===== config.mk =====
export PLATFORM = sky130hd
export DESIGN_NAME = dmem_ctrl_flat
export DESIGN_NICKNAME = d
export VERILOG_FILES = /design/src/rtl/dmem_ctrl_if.sv /design/src/rtl/dmem_ctrl.sv /design/src/flat_wrapper.sv
export SDC_FILE = /design/constraint.sdc
export NUM_CORES = 1
export LEC_CHECK = 0
export BUFFER_PORTS_ARGS = -buffer_cell sky130_fd_sc_hd__clkbuf_2
export CAP_MARGIN = 10
export CORE_AREA = 2 2 118 120
export CTS_CLUSTER_DIAMETER = 40
export DETAILED_ROUTE_END_ITERATION = 10
export DIE_AREA = 0 0 120 122
export GPL_TIMING_DRIVEN = 0
export PLACE_DENSITY = 0.58
export REMOVE_ABC_BUFFERS = 1
export SYNTH_ARGS = -nofsm -noshare
export SYNTH_HDL_FRONTEND = slang
export SYNTH_SLANG_ARGS = --single-unit

===== constraint.sdc =====
create_clock -name clk -period 5.6 [get_ports clk]
set_input_delay 0.28 -clock clk [delete_from_list [all_inputs] [get_ports clk]]
set_output_delay 0.28 -clock clk [all_outputs]
set_load 0.03 [all_outputs]

===== src/rtl/dmem_ctrl_if.sv =====
// Bus bundle for the data-memory controller.
// Ports:
//   p0_*  retire port: stores (mask/data) and held-level loads with tagged response
//   p1_*  aux req/gnt port (debug / program loader)
//   mem_* single-ported synchronous data RAM
//   misalign_err  one-cycle pulse when an access is dropped
// Modports: slave = controller side, master = client/RAM side.
interface dmem_ctrl_if #(
   parameter int MEM_DEPTH = 4096
);
   localparam int AW = $clog2(MEM_DEPTH);

   logic [3:0]    p0_wr_en;
   logic          p0_rd_en;
   logic [31:0]   p0_addr;
   logic [31:0]   p0_data;
   logic          p0_valid;
   logic [AW-1:0] p0_valid_addr;
   logic [31:0]   p0_rdata;

   logic          p1_req;
   logic          p1_we;
   logic [31:0]   p1_addr;
   logic [31:0]   p1_wdata;
   logic [3:0]    p1_wstrb;
   logic          p1_gnt;
   logic          p1_rvalid;
   logic [31:0]   p1_rdata;

   logic          mem_en;
   logic [3:0]    mem_we;
   logic [AW-3:0] mem_addr;
   logic [31:0]   mem_wdata;
   logic [31:0]   mem_rdata;

   logic          misalign_err;

   modport slave (
      input  p0_wr_en, p0_rd_en, p0_addr, p0_data,
      output p0_valid, p0_valid_addr, p0_rdata,
      input  p1_req, p1_we, p1_addr, p1_wdata, p1_wstrb,
      output p1_gnt, p1_rvalid, p1_rdata,
      output mem_en, mem_we, mem_addr, mem_wdata,
      input  mem_rdata,
      output misalign_err
   );

   modport master (
      output p0_wr_en, p0_rd_en, p0_addr, p0_data,
      input  p0_valid, p0_valid_addr, p0_rdata,
      output p1_req, p1_we, p1_addr, p1_wdata, p1_wstrb,
      input  p1_gnt, p1_rvalid, p1_rdata,
      input  mem_en, mem_we, mem_addr, mem_wdata,
      output mem_rdata,
      input  misalign_err
   );
endinterface


===== src/rtl/dmem_ctrl.sv =====
// Data-memory controller: arbitrates one sync RAM between retire (p0) and aux (p1).
// Ports: clk, rst (async, active-high), bus (dmem_ctrl_if.slave: p0, p1, RAM, misalign_err).
module dmem_ctrl #(
   parameter int MEM_DEPTH    = 4096,
   parameter int RD_LATENCY   = 1,
   parameter int STARVE_LIMIT = 8
) (
   input  logic       clk,
   input  logic       rst,
   dmem_ctrl_if.slave bus
);
   localparam int AW   = $clog2(MEM_DEPTH);
   localparam int LW   = (RD_LATENCY > 2) ? $clog2(RD_LATENCY - 1) : 1;
   localparam int LAST = (RD_LATENCY > 1) ? RD_LATENCY - 2 : 0;
   localparam int SW   = $clog2(STARVE_LIMIT + 1);
   localparam logic [SW-1:0] LIM = SW'(STARVE_LIMIT);

   typedef enum logic [1:0] {IDLE, RD_BUSY, RESP} state_t;
   // A single-cycle RAM skips the wait state entirely.
   localparam state_t FIRST = (RD_LATENCY == 1) ? RESP : RD_BUSY;

   state_t        state, state_nx;
   logic [LW-1:0] lat_cnt, lat_cnt_nx;
   logic [SW-1:0] starve_cnt;
   logic          owner, owner_nx;
   logic [AW-1:0] cap_addr, cap_addr_nx;
   logic          cap_oor, cap_oor_nx;

   logic          p0_wr, p0_oor, p0_wr_bad, starving;
   logic [6:0]    we_sh;
   logic [31:0]   wd_sh;
   logic          unused_bits;

   logic          p0_valid, p1_gnt, p1_rvalid, mem_en, err;
   logic [AW-1:0] p0_valid_addr;
   logic [31:0]   p0_rdata, p1_rdata, mem_wdata;
   logic [3:0]    mem_we;
   logic [AW-3:0] mem_addr;

   // Widened mask shift: anything landing above lane 3 straddles a word.
   assign we_sh     = {3'b000, bus.p0_wr_en} << bus.p0_addr[1:0];
   assign wd_sh     = bus.p0_data << {bus.p0_addr[1:0], 3'b000};
   assign p0_wr     = |bus.p0_wr_en;
   assign p0_oor    = |bus.p0_addr[31:AW];
   assign p0_wr_bad = p0_oor | (|we_sh[6:4]);
   assign starving  = (starve_cnt == LIM);
   assign unused_bits = ^bus.p1_addr[31:AW];

   always_comb begin
      state_nx      = state;
      lat_cnt_nx    = lat_cnt;
      owner_nx      = owner;
      cap_addr_nx   = cap_addr;
      cap_oor_nx    = cap_oor;
      p0_valid      = 1'b0;
      p0_valid_addr = '0;
      p0_rdata      = '0;
      p1_gnt        = 1'b0;
      p1_rvalid     = 1'b0;
      p1_rdata      = '0;
      mem_en        = 1'b0;
      mem_we        = '0;
      mem_addr      = '0;
      mem_wdata     = '0;
      err           = 1'b0;
      if (!rst) begin
         p1_gnt = (state == IDLE) && !p0_wr && bus.p1_req &&
                  (!bus.p0_rd_en || starving);
         // Retire stores bypass the FSM; p1 and p0 reads yield to them.
         if (p0_wr) begin
            if (p0_wr_bad) begin
               err = 1'b1;
            end else begin
               mem_en    = 1'b1;
               mem_we    = we_sh[3:0];
               mem_addr  = bus.p0_addr[AW-1:2];
               mem_wdata = wd_sh;
            end
         end
         case (state)
            IDLE: begin
               if (p1_gnt) begin
                  if (|bus.p1_addr[1:0]) begin
                     err = 1'b1;
                  end else if (bus.p1_we) begin
                     mem_en    = |bus.p1_wstrb;
                     mem_we    = bus.p1_wstrb;
                     mem_addr  = bus.p1_addr[AW-1:2];
                     mem_wdata = bus.p1_wdata;
                  end else begin
                     mem_en      = 1'b1;
                     mem_addr    = bus.p1_addr[AW-1:2];
                     owner_nx    = 1'b1;
                     cap_addr_nx = bus.p1_addr[AW-1:0];
                     cap_oor_nx  = 1'b0;
                     lat_cnt_nx  = '0;
                     state_nx    = FIRST;
                  end
               end else if (!p0_wr && bus.p0_rd_en) begin
                  // Out-of-range loads still walk the FSM so the ROB
                  // head gets a (zero) response.
                  owner_nx    = 1'b0;
                  cap_addr_nx = bus.p0_addr[AW-1:0];
                  cap_oor_nx  = p0_oor;
                  lat_cnt_nx  = '0;
                  state_nx    = FIRST;
                  if (p0_oor) begin
                     err = 1'b1;
                  end else begin
                     mem_en   = 1'b1;
                     mem_addr = bus.p0_addr[AW-1:2];
                  end
               end
            end
            RD_BUSY: begin
               if (lat_cnt == LW'(LAST)) state_nx = RESP;
               else lat_cnt_nx = lat_cnt + LW'(1);
            end
            RESP: begin
               state_nx = IDLE;
               if (owner) begin
                  p1_rvalid = 1'b1;
                  p1_rdata  = bus.mem_rdata;
               end else if (bus.p0_rd_en) begin
                  // A dropped rd_en here means the load was flushed.
                  p0_valid      = 1'b1;
                  p0_valid_addr = cap_addr;
                  p0_rdata      = cap_oor ? 32'h0 :
                                  bus.mem_rdata >> {cap_addr[1:0], 3'b000};
               end
            end
            default: state_nx = IDLE;
         endcase
      end
   end

   always_ff @(posedge clk or posedge rst) begin
      if (rst) begin
         state      <= IDLE;
         lat_cnt    <= '0;
         owner      <= 1'b0;
         cap_addr   <= '0;
         cap_oor    <= 1'b0;
         starve_cnt <= '0;
      end else begin
         state    <= state_nx;
         lat_cnt  <= lat_cnt_nx;
         owner    <= owner_nx;
         cap_addr <= cap_addr_nx;
         cap_oor  <= cap_oor_nx;
         if (p1_gnt) starve_cnt <= '0;
         else if (bus.p1_req && starve_cnt != LIM) starve_cnt <= starve_cnt + SW'(1);
      end
   end

   assign bus.p0_valid      = p0_valid;
   assign bus.p0_valid_addr = p0_valid_addr;
   assign bus.p0_rdata      = p0_rdata;
   assign bus.p1_gnt        = p1_gnt;
   assign bus.p1_rvalid     = p1_rvalid;
   assign bus.p1_rdata      = p1_rdata;
   assign bus.mem_en        = mem_en;
   assign bus.mem_we        = mem_we;
   assign bus.mem_addr      = mem_addr;
   assign bus.mem_wdata     = mem_wdata;
   assign bus.misalign_err  = err;
endmodule

===== src/flat_wrapper.sv =====
// flat-port wrapper written by rule: the top's interface ports become plain ports
module dmem_ctrl_flat 
#(
   parameter int MEM_DEPTH    = 4096,
   parameter int RD_LATENCY   = 1,
   parameter int STARVE_LIMIT = 8
)
  (clk, rst, bus_p0_wr_en, bus_p0_rd_en, bus_p0_addr, bus_p0_data, bus_p0_valid, bus_p0_valid_addr, bus_p0_rdata, bus_p1_req, bus_p1_we, bus_p1_addr, bus_p1_wdata, bus_p1_wstrb, bus_p1_gnt, bus_p1_rvalid, bus_p1_rdata, bus_mem_en, bus_mem_we, bus_mem_addr, bus_mem_wdata, bus_mem_rdata, bus_misalign_err);
  dmem_ctrl_if #(.MEM_DEPTH(MEM_DEPTH)) bus_i ();
  input  logic clk;
  input  logic rst;
  input wire logic [$bits(bus_i.p0_wr_en)-1:0] bus_p0_wr_en;
  input wire logic [$bits(bus_i.p0_rd_en)-1:0] bus_p0_rd_en;
  input wire logic [$bits(bus_i.p0_addr)-1:0] bus_p0_addr;
  input wire logic [$bits(bus_i.p0_data)-1:0] bus_p0_data;
  output wire logic [$bits(bus_i.p0_valid)-1:0] bus_p0_valid;
  output wire logic [$bits(bus_i.p0_valid_addr)-1:0] bus_p0_valid_addr;
  output wire logic [$bits(bus_i.p0_rdata)-1:0] bus_p0_rdata;
  input wire logic [$bits(bus_i.p1_req)-1:0] bus_p1_req;
  input wire logic [$bits(bus_i.p1_we)-1:0] bus_p1_we;
  input wire logic [$bits(bus_i.p1_addr)-1:0] bus_p1_addr;
  input wire logic [$bits(bus_i.p1_wdata)-1:0] bus_p1_wdata;
  input wire logic [$bits(bus_i.p1_wstrb)-1:0] bus_p1_wstrb;
  output wire logic [$bits(bus_i.p1_gnt)-1:0] bus_p1_gnt;
  output wire logic [$bits(bus_i.p1_rvalid)-1:0] bus_p1_rvalid;
  output wire logic [$bits(bus_i.p1_rdata)-1:0] bus_p1_rdata;
  output wire logic [$bits(bus_i.mem_en)-1:0] bus_mem_en;
  output wire logic [$bits(bus_i.mem_we)-1:0] bus_mem_we;
  output wire logic [$bits(bus_i.mem_addr)-1:0] bus_mem_addr;
  output wire logic [$bits(bus_i.mem_wdata)-1:0] bus_mem_wdata;
  input wire logic [$bits(bus_i.mem_rdata)-1:0] bus_mem_rdata;
  output wire logic [$bits(bus_i.misalign_err)-1:0] bus_misalign_err;
  assign bus_i.p0_wr_en = bus_p0_wr_en;
  assign bus_i.p0_rd_en = bus_p0_rd_en;
  assign bus_i.p0_addr = bus_p0_addr;
  assign bus_i.p0_data = bus_p0_data;
  assign bus_p0_valid = bus_i.p0_valid;
  assign bus_p0_valid_addr = bus_i.p0_valid_addr;
  assign bus_p0_rdata = bus_i.p0_rdata;
  assign bus_i.p1_req = bus_p1_req;
  assign bus_i.p1_we = bus_p1_we;
  assign bus_i.p1_addr = bus_p1_addr;
  assign bus_i.p1_wdata = bus_p1_wdata;
  assign bus_i.p1_wstrb = bus_p1_wstrb;
  assign bus_p1_gnt = bus_i.p1_gnt;
  assign bus_p1_rvalid = bus_i.p1_rvalid;
  assign bus_p1_rdata = bus_i.p1_rdata;
  assign bus_mem_en = bus_i.mem_en;
  assign bus_mem_we = bus_i.mem_we;
  assign bus_mem_addr = bus_i.mem_addr;
  assign bus_mem_wdata = bus_i.mem_wdata;
  assign bus_i.mem_rdata = bus_mem_rdata;
  assign bus_misalign_err = bus_i.misalign_err;
  dmem_ctrl #(.MEM_DEPTH(MEM_DEPTH), .RD_LATENCY(RD_LATENCY), .STARVE_LIMIT(STARVE_LIMIT)) u_core (.clk(clk), .rst(rst), .bus(bus_i));
endmodule

==> flow_metrics.env, run 1 <==
export IMPL_fin_crit_sh_pct=81.0
export IMPL_synthTopCellsByArea="mux2i_1, dfrtp_1, and2_1, nor2_1, nand2_1"
export IMPL_slew_headroom_pct=21.0
export IMPL_syn_cell_area_sq_um=3150
export IMPL_final_max_slew_viol_count=0
export IMPL_hold_path_class="primary input to flip-flop"
export IMPL_cts_made_buffers=3
export IMPL_yosysSeqAreaShare_pct=15.1
export IMPL_pre_cts_slack_ps=1120
export IMPL_drt_iter0_drc=135
export IMPL_worst_pin_slew_ps=1190
export IMPL_ys_types=40
export IMPL_yosysTopAreaCell="mux2i_1"
export IMPL_critPathLaunchType="flip-flop"
export IMPL_h_tree_depth=1
export IMPL_worst_slack_ps=1070
export IMPL_path_class="flip-flop to primary output"
export IMPL_cpMaxStageDelayCell="a2111oi_4"
export IMPL_drc=0
export IMPL_cts_tree="yes"
export IMPL_rr_endpoint="u_core.cap_addr[3]$_DFFE_PP0P_"
export IMPL_fp_dieH_microns=122
export IMPL_cts_setup_buffers=0
export IMPL_rr_worst_depth=6
export IMPL_setup_tns_final_ps=0
export IMPL_cp_end_kind="primary output"
export IMPL_core_area_sq_um=13500
export IMPL_rsz0062_at_grt="no"
export IMPL_die_area_sq_um=14600
export IMPL_ios=300
export IMPL_status="completed"
export IMPL_wl_per_cell_microns=15.3
export IMPL_path_cells="inv_1 -> ha_1 -> nand3b_1 -> a2111oi_4 -> and3_1 -> and2_1 -> a22o_1 -> clkbuf_2"
export IMPL_required_ps=5320
export IMPL_cp_slowest_stage_delay_ps=1140
export IMPL_cp_top_family="simple AND/OR/NAND/NOR gates"
export IMPL_root_buffer="clkbuf_16"
export IMPL_finalHoldViolCount=0
export IMPL_vdd_ir_drop_max_mv=0.0862
export IMPL_cts_reportedPaths_clkPinSlew_ps=60
export IMPL_crit_fanout=29
export IMPL_fin_nets=881
export IMPL_overflow=0
export IMPL_r2r_slack_ps=2560
export IMPL_post_synth_cell_area_avg_sq_um=6.87
export IMPL_finalSetupViolCount=0
export IMPL_fmax_ghz=0.221
export IMPL_cts_hold_buf=0
export IMPL_hold_start="bus_p1_addr[10]"
export IMPL_via_per_inst=4.93
export IMPL_path_buf_inv=2
export IMPL_antenna_found_initial=1
export IMPL_drt_pass1_iterations=4
export IMPL_cts_resized=0
export IMPL_leakagePower_nw=2.47
export IMPL_ys_ff_latch=19
export IMPL_track_usage_pct=17.3
export IMPL_grt_pass1_vias=4050
export IMPL_synth_top_area_share_pct=15.2
export IMPL_multi_input_area_sq_um=2490
export IMPL_drt_wl_total_microns=13600
export IMPL_clock_sinks=19
export IMPL_maxCapViolCount=0
export IMPL_layout_common_cells="clkbuf_2, nor2_1, and2_1"
export IMPL_min_path_cells=3
export IMPL_die_w_microns=120
export IMPL_start_util_pct=23.4
export IMPL_drive_gt1_share_pct=42.7
export IMPL_fillers=1497
export IMPL_worst_clock_skew_ps=7.62
export IMPL_routabilityCongestion=0.817
export IMPL_ys_warn_count=0
export IMPL_power_density_nw_per_um2=137
export IMPL_rr_startpoint="u_core.starve_cnt[0]$_DFFE_PP0P_"
export IMPL_whs_ps=328
export IMPL_ctsLongestPathBuffers=2
export IMPL_ant_nets=0
export IMPL_fp_row_count=43
export IMPL_synthCells=459
export IMPL_port_buffers=279
export IMPL_fin_crit_ps=4530
export IMPL_grt_max_degree=37
export IMPL_dp_hpwl_microns=11100
export IMPL_grt_pass1_wl_microns=20400
export IMPL_layout_area_seq_sq_um=475
export IMPL_final_common_cell="clkbuf_2"
export IMPL_syn2layout_area_growth_pct=50.6
export IMPL_dr_total_vias=4364
export IMPL_min_to="u_core.cap_addr[10]$_DFFE_PP0P_"
export IMPL_worstPathArrival_ps=4250
export IMPL_clkLatencyLatePin_ps=260
==> logic make-up (layout without fill, tap and decap cells) <==
family / after synthesis / count (layout) / synth area share [%]
compound gates: 119 / 119 / 26.3
xor+xnor: 3 / 3 / 0.833
fa+ha+maj: 2 / 2 / 0.793
buf+inv: 48 / 294 / 6.27
flops: 19 / 19 / 15.1
mux: 51 / 51 / 16.3
other cells: 0 / 1 / 0
simple gates: 217 / 217 / 34.5
==> metal layers <==
metal  global-route usage, %  routed length [microns]  up-vias
li1                        -                        -     2136
met1                    19.1                     5120     1977
met2                    33.8                     7110      234
met3                    2.57                     1050       17
met4                    4.85                      290        0
met5                       0                        0        -
==> flip-flops by register name, indices dropped and copies added, names as in the netlist <==
| name | count |
|---|---|
| u_core.cap_addr | 12 |
| u_core.starve_cnt | 4 |
| u_core.cap_oor | 1 |
| u_core.owner | 1 |
| u_core.state | 1 |
==> synthesized netlist by cell type, drive strengths merged <==
library cell,n
nand2,43
nor2b,12
nor3,9
nand4,1
a211oi,18
o211ai,1
o21ai,26
a2111oi,1
and2,54
nand3b,6
nor4,7
dfrtp,19
or4,1
o2bb2ai,1
a22oi,17
nor2,66
mux2i,48
mux2,3
or3b,1
xnor2,1
ha,2
buf,11
a21oi,23
and3,4
and4bb,1
o31ai,2
a32oi,9
clkbuf,30
or2,7
a311oi,1
or3,1
nand3,3
nand2b,1
a22o,16
o21a,1
inv,7
xor2,2
a211o,3
==> per-stage QoR <==
step                      area (sq um)  util (%)  instances  total power [W]
after CTS                         4720      34.9        883         0.000645
after global routing              4750      35.2        886         0.000701
after floorplan                   2980         -        418         0.000368
after global placement            4600      34.1        877         0.000489
final                             4750      35.2        886         0.000649
after detailed placement          4640      34.3        879         0.000493
==> worst min-delay path, delay by kind of cell <==
kind / cells / cell delay, ps
AOI/OAI and AO/OA: 1 / 130
buffers and inverters: 1 / 80
muxes: 1 / 60
==> worst max path at each step <==
stage / end / from / cells after the start / slack (ps)
4_1_cts: bus_mem_wdata[2] / u_core.starve_cnt[0]$_DFFE_PP0P_ / 8 / 1020
2_1_floorplan: bus_mem_we[1] / bus_p0_addr[22] / 5 / 1890
3_3_place_gp: bus_mem_we[1] / bus_p0_addr[0] / 7 / 510
5_1_grt: bus_mem_wdata[2] / u_core.starve_cnt[0]$_DFFE_PP0P_ / 8 / 720
6_report: bus_mem_wdata[2] / u_core.starve_cnt[0]$_DFFE_PP0P_ / 8 / 1070
3_5_place_dp: bus_mem_wdata[2] / bus_p0_wr_en[3] / 7 / 1120
==> layout make-up <==
| cell class | count | area share [%] |
|---|---|---|
| multi-input combinational | 392 | 52.3 |
| timing repair buffer | 283 | 30.6 |
| sequential | 19 | 10.0 |
| tap | 180 | 4.74 |
| clock buffer | 3 | 1.58 |
| inverter | 7 | 0.553 |
| clock inverter | 1 | 0.105 |
| antenna | 1 | 0.0527 |
==> power by group <==
part / total, W / switching [W] / internal, W
Combinational: 0.000283 / 0.000150 / 0.000132
Clock: 0.000150 / 0.0000544 / 0.0000959
Sequential: 0.000216 / 0.0000419 / 0.000174
Total: 0.000649 / 0.000247 / 0.000402
No activity file was read; power rests on OpenSTA's default activity.
==> inputs of run 2 (changes only) <==
--- a/config.mk
+++ b/config.mk
@@ -7,12 +7,12 @@
 export LEC_CHECK = 0
 export BUFFER_PORTS_ARGS = -buffer_cell sky130_fd_sc_hd__clkbuf_2
 export CAP_MARGIN = 10
-export CORE_AREA = 2 2 118 120
+export CORE_AREA = 2 2 115 117
 export CTS_CLUSTER_DIAMETER = 40
 export DETAILED_ROUTE_END_ITERATION = 10
-export DIE_AREA = 0 0 120 122
+export DIE_AREA = 0 0 117 119
 export GPL_TIMING_DRIVEN = 0
-export PLACE_DENSITY = 0.58
+export PLACE_DENSITY = 0.63
 export REMOVE_ABC_BUFFERS = 1
 export SYNTH_ARGS = -nofsm -noshare
 export SYNTH_HDL_FRONTEND = slang
==> constraint.sdc (replaced) <==
create_clock -name clk -period 3.8 [get_ports clk]
set_input_delay 0.19 -clock clk [delete_from_list [all_inputs] [get_ports clk]]
set_output_delay 0.19 -clock clk [all_outputs]
set_load 0.03 [all_outputs]
==> flow_metrics.env, run 2 (synthesized netlist as in run 1, its figures left out) <==
export IMPL_status="completed"
export IMPL_fmax_ghz=0.290
export IMPL_dp_hpwl_microns=11100
export IMPL_syn2layout_area_growth_pct=50.2
export IMPL_hold_path_class="primary input to flip-flop"
export IMPL_critPathLaunchType="flip-flop"
export IMPL_finalSetupViolCount=0
export IMPL_power_frac_clock_pct=23.0
export IMPL_final_common_cell="clkbuf_2"
export IMPL_layout_common_cells="clkbuf_2, nor2_1, and2_1"
export IMPL_power_density_nw_per_um2=201
export IMPL_wl_per_cell_microns=15.6
export IMPL_ios=300
export IMPL_h_tree_depth=1
export IMPL_drt_pass1_iterations=6
export IMPL_combPwrFrac_pct=43.4
export IMPL_placed_cells=875
export IMPL_ctsLongestPathBuffers=2
export IMPL_path_class="flip-flop to primary output"
export IMPL_power_switching_w=0.000357
export IMPL_worst_clock_skew_ps=3.81
export IMPL_worst_pin_slew_ps=1260
export IMPL_crit_fanout=12
export IMPL_fp_dieH_microns=119
export IMPL_cts_tree="yes"
export IMPL_cp_end_kind="primary output"
export IMPL_cts_reportedPaths_clkPinSlew_ps=60
export IMPL_worstPathArrival_ps=3250
export IMPL_track_usage_pct=18.2
export IMPL_die_area_sq_um=13900
export IMPL_fillers=1428
export IMPL_drt_iter0_drc=257
export IMPL_clock_sinks=19
export IMPL_root_buffer="clkbuf_16"
export IMPL_maxCapViolCount=0
export IMPL_antennaDiodeCount=0
export IMPL_vdd_ir_drop_max_mv=0.127
export IMPL_top_register="u_core.cap_addr"
export IMPL_slew_headroom_pct=15.5
export IMPL_grt_pass1_wl_microns=20100
export IMPL_routabilityCongestion=0.763
export IMPL_drc=0
export IMPL_stdcell_count=881
export IMPL_total_power_w=0.000951
export IMPL_grt_pass1_vias=3856
export IMPL_rsz0062_at_grt="no"
export IMPL_fin_crit_ps=3440
export IMPL_grt_max_degree=37
export IMPL_die_w_microns=117
export IMPL_largest_register_ffs=12
export IMPL_start_util_pct=24.5
export IMPL_port_buffers=279
export IMPL_sw_frac_of_total_pct=37.5
export IMPL_drive_gt1_share_pct=42.7
export IMPL_power_frac_seq_pct=33.6
export IMPL_cts_made_buffers=3
export IMPL_overflow=0
export IMPL_reg_largest_list="u_core.cap_addr: 12 flops, u_core.starve_cnt: 4 flops"
export IMPL_finalHoldViolCount=0
export IMPL_final_max_slew_viol_count=0
export IMPL_ant_nets=0
export IMPL_drt_wl_total_microns=13800
export IMPL_intPower_w=0.000595
export IMPL_fin_crit_sh_pct=90.6
export IMPL_via_per_inst=4.93
export IMPL_fp_row_count=42
export IMPL_antenna_found_initial=0
export IMPL_core_area_sq_um=12900
export IMPL_dr_total_vias=4346
export IMPL_fin_nets=881
export IMPL_leakagePower_nw=2.47
export IMPL_clkLatencyLatePin_ps=250
export IMPL_required_ps=3610
## run 2: timing repair
action | CTS | global route
endpoints found under the setup margin | 37 | 0
setup buffers | 1 | 0
hold buffers | 0 | 0
gates resized for setup | 1 | 0
hold endpoints to repair | 0 | 0
## run 2: per-stage QoR
stage               util [%]  hold slack (ps)  TNS [ps]  worst slack, ps  area, sq um
floorplan                  -              174         0              266         2980
global placement        35.7              454    -48040            -1590         4600
detailed placement      35.9              458     -7850             -558         4620
CTS                     36.6              246         0              429         4710
global route            36.8              260         0              164         4740
finish                  36.8              244         0              357         4740
## run 2: worst max-delay path, cell delays in order (launching register included)
cell,delay [ps]
dfrtp_1,390
inv_1,100
ha_1,140
nand3b_1,230
a211oi_1,1110
o31ai_1,420
a311oi_1,340
clkbuf_2,270
## run 2: layout make-up
class | count | area [sq um] | area share [%]
clock buffer | 4 | 78.8 | 1.66
sequential | 19 | 475 | 10.0
tap | 176 | 220 | 4.65
inverter | 7 | 26.3 | 0.555
multi-input combinational | 392 | 2490 | 52.5
timing repair buffer | 283 | 1450 | 30.6
## run 2: layer usage
layer  vias up  wire (microns)  GRT usage [%]
li1       2137               -              -
met1      2001            5280           20.5
met2       200            7220           35.2
met3         8            1150           3.26
met4         0             119           2.72
met5         -               0              0
## run 2: worst paths after layout
kind / from / endpoint / slack, ps / depth (start not counted)
setup / recovery: u_core.starve_cnt[0]$_DFFE_PP0P_ / bus_mem_en / 360 / 7
hold / removal: bus_p0_addr[11] / u_core.cap_addr[11]$_DFFE_PP0P_ / 240 / 3
setup reg to reg: u_core.starve_cnt[0]$_DFFE_PP0P_ / u_core.cap_addr[9]$_DFFE_PP0P_ / 1240 / 7
hold reg to reg: u_core.cap_addr[8]$_DFFE_PP0P_ / u_core.cap_addr[8]$_DFFE_PP0P_ / 470 / 2
max in group asynchronous: rst / u_core.starve_cnt[2]$_DFFE_PP0P_ / 2630 / 2
min in group asynchronous: rst / u_core.cap_addr[2]$_DFFE_PP0P_ / 650 / 2
## run 2: power by group through the flow
stage          combinational, W  sequential, W  clock [W]
5_1_grt                0.000464       0.000328   0.000233
4_1_cts                0.000392       0.000331   0.000223
2_1_floorplan          0.000228       0.000314          0
6_report               0.000413       0.000320   0.000219
3_5_place_dp           0.000391       0.000333          0
3_3_place_gp           0.000384       0.000333          0
==> inputs of run 3 (changes only) <==
--- a/config.mk
+++ b/config.mk
@@ -12,6 +12,7 @@
 export DETAILED_ROUTE_END_ITERATION = 10
 export DIE_AREA = 0 0 117 119
 export GPL_TIMING_DRIVEN = 0
+export MAX_ROUTING_LAYER = met4
 export PLACE_DENSITY = 0.63
 export REMOVE_ABC_BUFFERS = 1
 export SYNTH_ARGS = -nofsm -noshare
==> flow_metrics.env, run 3 (synthesized netlist as in run 1, its figures left out) <==
export IMPL_leakagePower_nw=2.47
export IMPL_cts_made_buffers=3
export IMPL_reg_largest_list="u_core.cap_addr: 12 flops, u_core.starve_cnt: 4 flops"
export IMPL_worst_pin_slew_ps=1250
export IMPL_h_tree_depth=1
export IMPL_antenna_found_initial=0
export IMPL_ios=300
export IMPL_grt_pass1_wl_microns=20100
export IMPL_path_class="flip-flop to primary output"
export IMPL_dp_hpwl_microns=11100
export IMPL_die_w_microns=117
export IMPL_setup_tns_final_ps=0
export IMPL_finalSetupViolCount=0
export IMPL_cp_end_kind="primary output"
export IMPL_worst_slack_ps=375
export IMPL_fin_crit_ps=3420
export IMPL_wl_met1_microns=5240
export IMPL_wl_per_cell_microns=15.6
export IMPL_drive_gt1_share_pct=42.7
export IMPL_met3_length_microns=1170
export IMPL_slew_headroom_pct=16.3
export IMPL_finalHoldViolCount=0
export IMPL_track_usage_pct=18.7
export IMPL_cts_reportedPaths_clkPinSlew_ps=60
export IMPL_required_ps=3610
export IMPL_via_per_inst=4.93
export IMPL_power_density_nw_per_um2=201
export IMPL_crit_fanout=12
export IMPL_dr_total_vias=4345
export IMPL_final_max_slew_viol_count=0
export IMPL_port_buffers=279
export IMPL_ctsLongestPathBuffers=2
export IMPL_hold_path_class="primary input to flip-flop"
export IMPL_top_register="u_core.cap_addr"
export IMPL_fp_dieH_microns=119
export IMPL_critPathLaunchType="flip-flop"
export IMPL_fin_nets=881
export IMPL_final_common_cell="clkbuf_2"
export IMPL_start_util_pct=24.5
export IMPL_rr_worst_depth=7
export IMPL_min_path_cells=3
export IMPL_clock_sinks=19
export IMPL_rsz0062_at_grt="no"
export IMPL_die_area_sq_um=13900
export IMPL_pre_cts_slack_ps=-558
export IMPL_clkLatencyLatePin_ps=250
export IMPL_grt_max_degree=37
export IMPL_maxCapViolCount=0
export IMPL_fmax_ghz=0.292
export IMPL_drt_pass1_iterations=5
export IMPL_largest_register_ffs=12
export IMPL_worstPathArrival_ps=3230
export IMPL_wl_met2_microns=7230
export IMPL_status="completed"
export IMPL_drt_iter0_drc=301
export IMPL_antennaDiodeCount=0
export IMPL_routabilityCongestion=0.773
export IMPL_stdcell_area_sq_um=4740
export IMPL_vdd_ir_drop_max_mv=0.127
export IMPL_layout_common_cells="clkbuf_2, nor2_1, and2_1"
export IMPL_drc=0
export IMPL_core_area_sq_um=12900
export IMPL_fp_row_count=42
export IMPL_place_area_sq_um=4620
export IMPL_fin_crit_sh_pct=90.1
export IMPL_worst_clock_skew_ps=3.68
export IMPL_cts_tree="yes"
export IMPL_root_buffer="clkbuf_16"
export IMPL_syn2layout_area_growth_pct=50.2
export IMPL_topRoutingLayerUsed="met4"
export IMPL_drt_wl_total_microns=13800
export IMPL_grt_pass1_vias=3858
export IMPL_ant_nets=0
export IMPL_overflow=0
==> run 3: cell counts in the layout (fill, tap and decap cells not counted) <==
Identical to the previous run, type by type.
==> run 3: stage by stage <==
stage	std cells	hold WS, ps	util [%]	total power [W]
2_1_floorplan	418	174	-	0.000542
3_3_place_gp	873	454	35.7	0.000717
3_5_place_dp	875	458	35.9	0.000724
4_1_cts	880	246	36.6	0.000946
5_1_grt	881	260	36.8	0.00103
6_report	881	243	36.8	0.000951
==> run 3: report_power, final <==
| part | switching (W) | leakage [nW] | internal, W | total (W) |
|---|---|---|---|---|
| combinational | 0.000218 | 2.19 | 0.000195 | 0.000413 |
| sequential | 0.0000623 | 0.239 | 0.000257 | 0.000319 |
| clock | 0.0000759 | 0.0382 | 0.000143 | 0.000219 |
| total | 0.000356 | 2.47 | 0.000595 | 0.000951 |
==> run 3: worst max-delay path, cell delays in order (launching register included) <==
cell and delay, ps:
dfrtp_1 390, inv_1 100, ha_1 140, nand3b_1 230, a211oi_1 1100, o31ai_1 410
a311oi_1 340, clkbuf_2 270
==> run 3: repair_timing <==
action,4_1_cts,5_1_grt
hold buffers,0,0
endpoints found under the setup margin,37,0
buffers inserted,1,0
gates resized for setup,1,0
==> run 3: worst paths after layout <==
kind	startpoint	end	slack [ps]
max in group asynchronous	rst	u_core.starve_cnt[2]$_DFFE_PP0P_	2630
setup / recovery	u_core.starve_cnt[0]$_DFFE_PP0P_	bus_mem_en	380
setup reg to reg	u_core.starve_cnt[0]$_DFFE_PP0P_	u_core.cap_addr[3]$_DFFE_PP0P_	1240
hold / removal	bus_p0_addr[11]	u_core.cap_addr[11]$_DFFE_PP0P_	240
min in group asynchronous	rst	u_core.cap_addr[2]$_DFFE_PP0P_	640
hold reg to reg	u_core.cap_addr[8]$_DFFE_PP0P_	u_core.cap_addr[8]$_DFFE_PP0P_	470
==> run 3: metal layers <==
layer  up-vias  global-route usage (%)
li1       2135                       -
met1      1990                    20.9
met2       212                    35.3
met3         8                    2.65
met4         0                    2.72
met5         -                       -
==> run 3: final cells by class <==
type | instances | area, sq um
Clock buffer | 4 | 78.8
Sequential cell | 19 | 475
Timing Repair Buffer | 283 | 1450
Multi-Input combinational cell | 392 | 2490
Tap cell | 176 | 220
Inverter | 7 | 26.3
Fill cell | 1428 | 8140
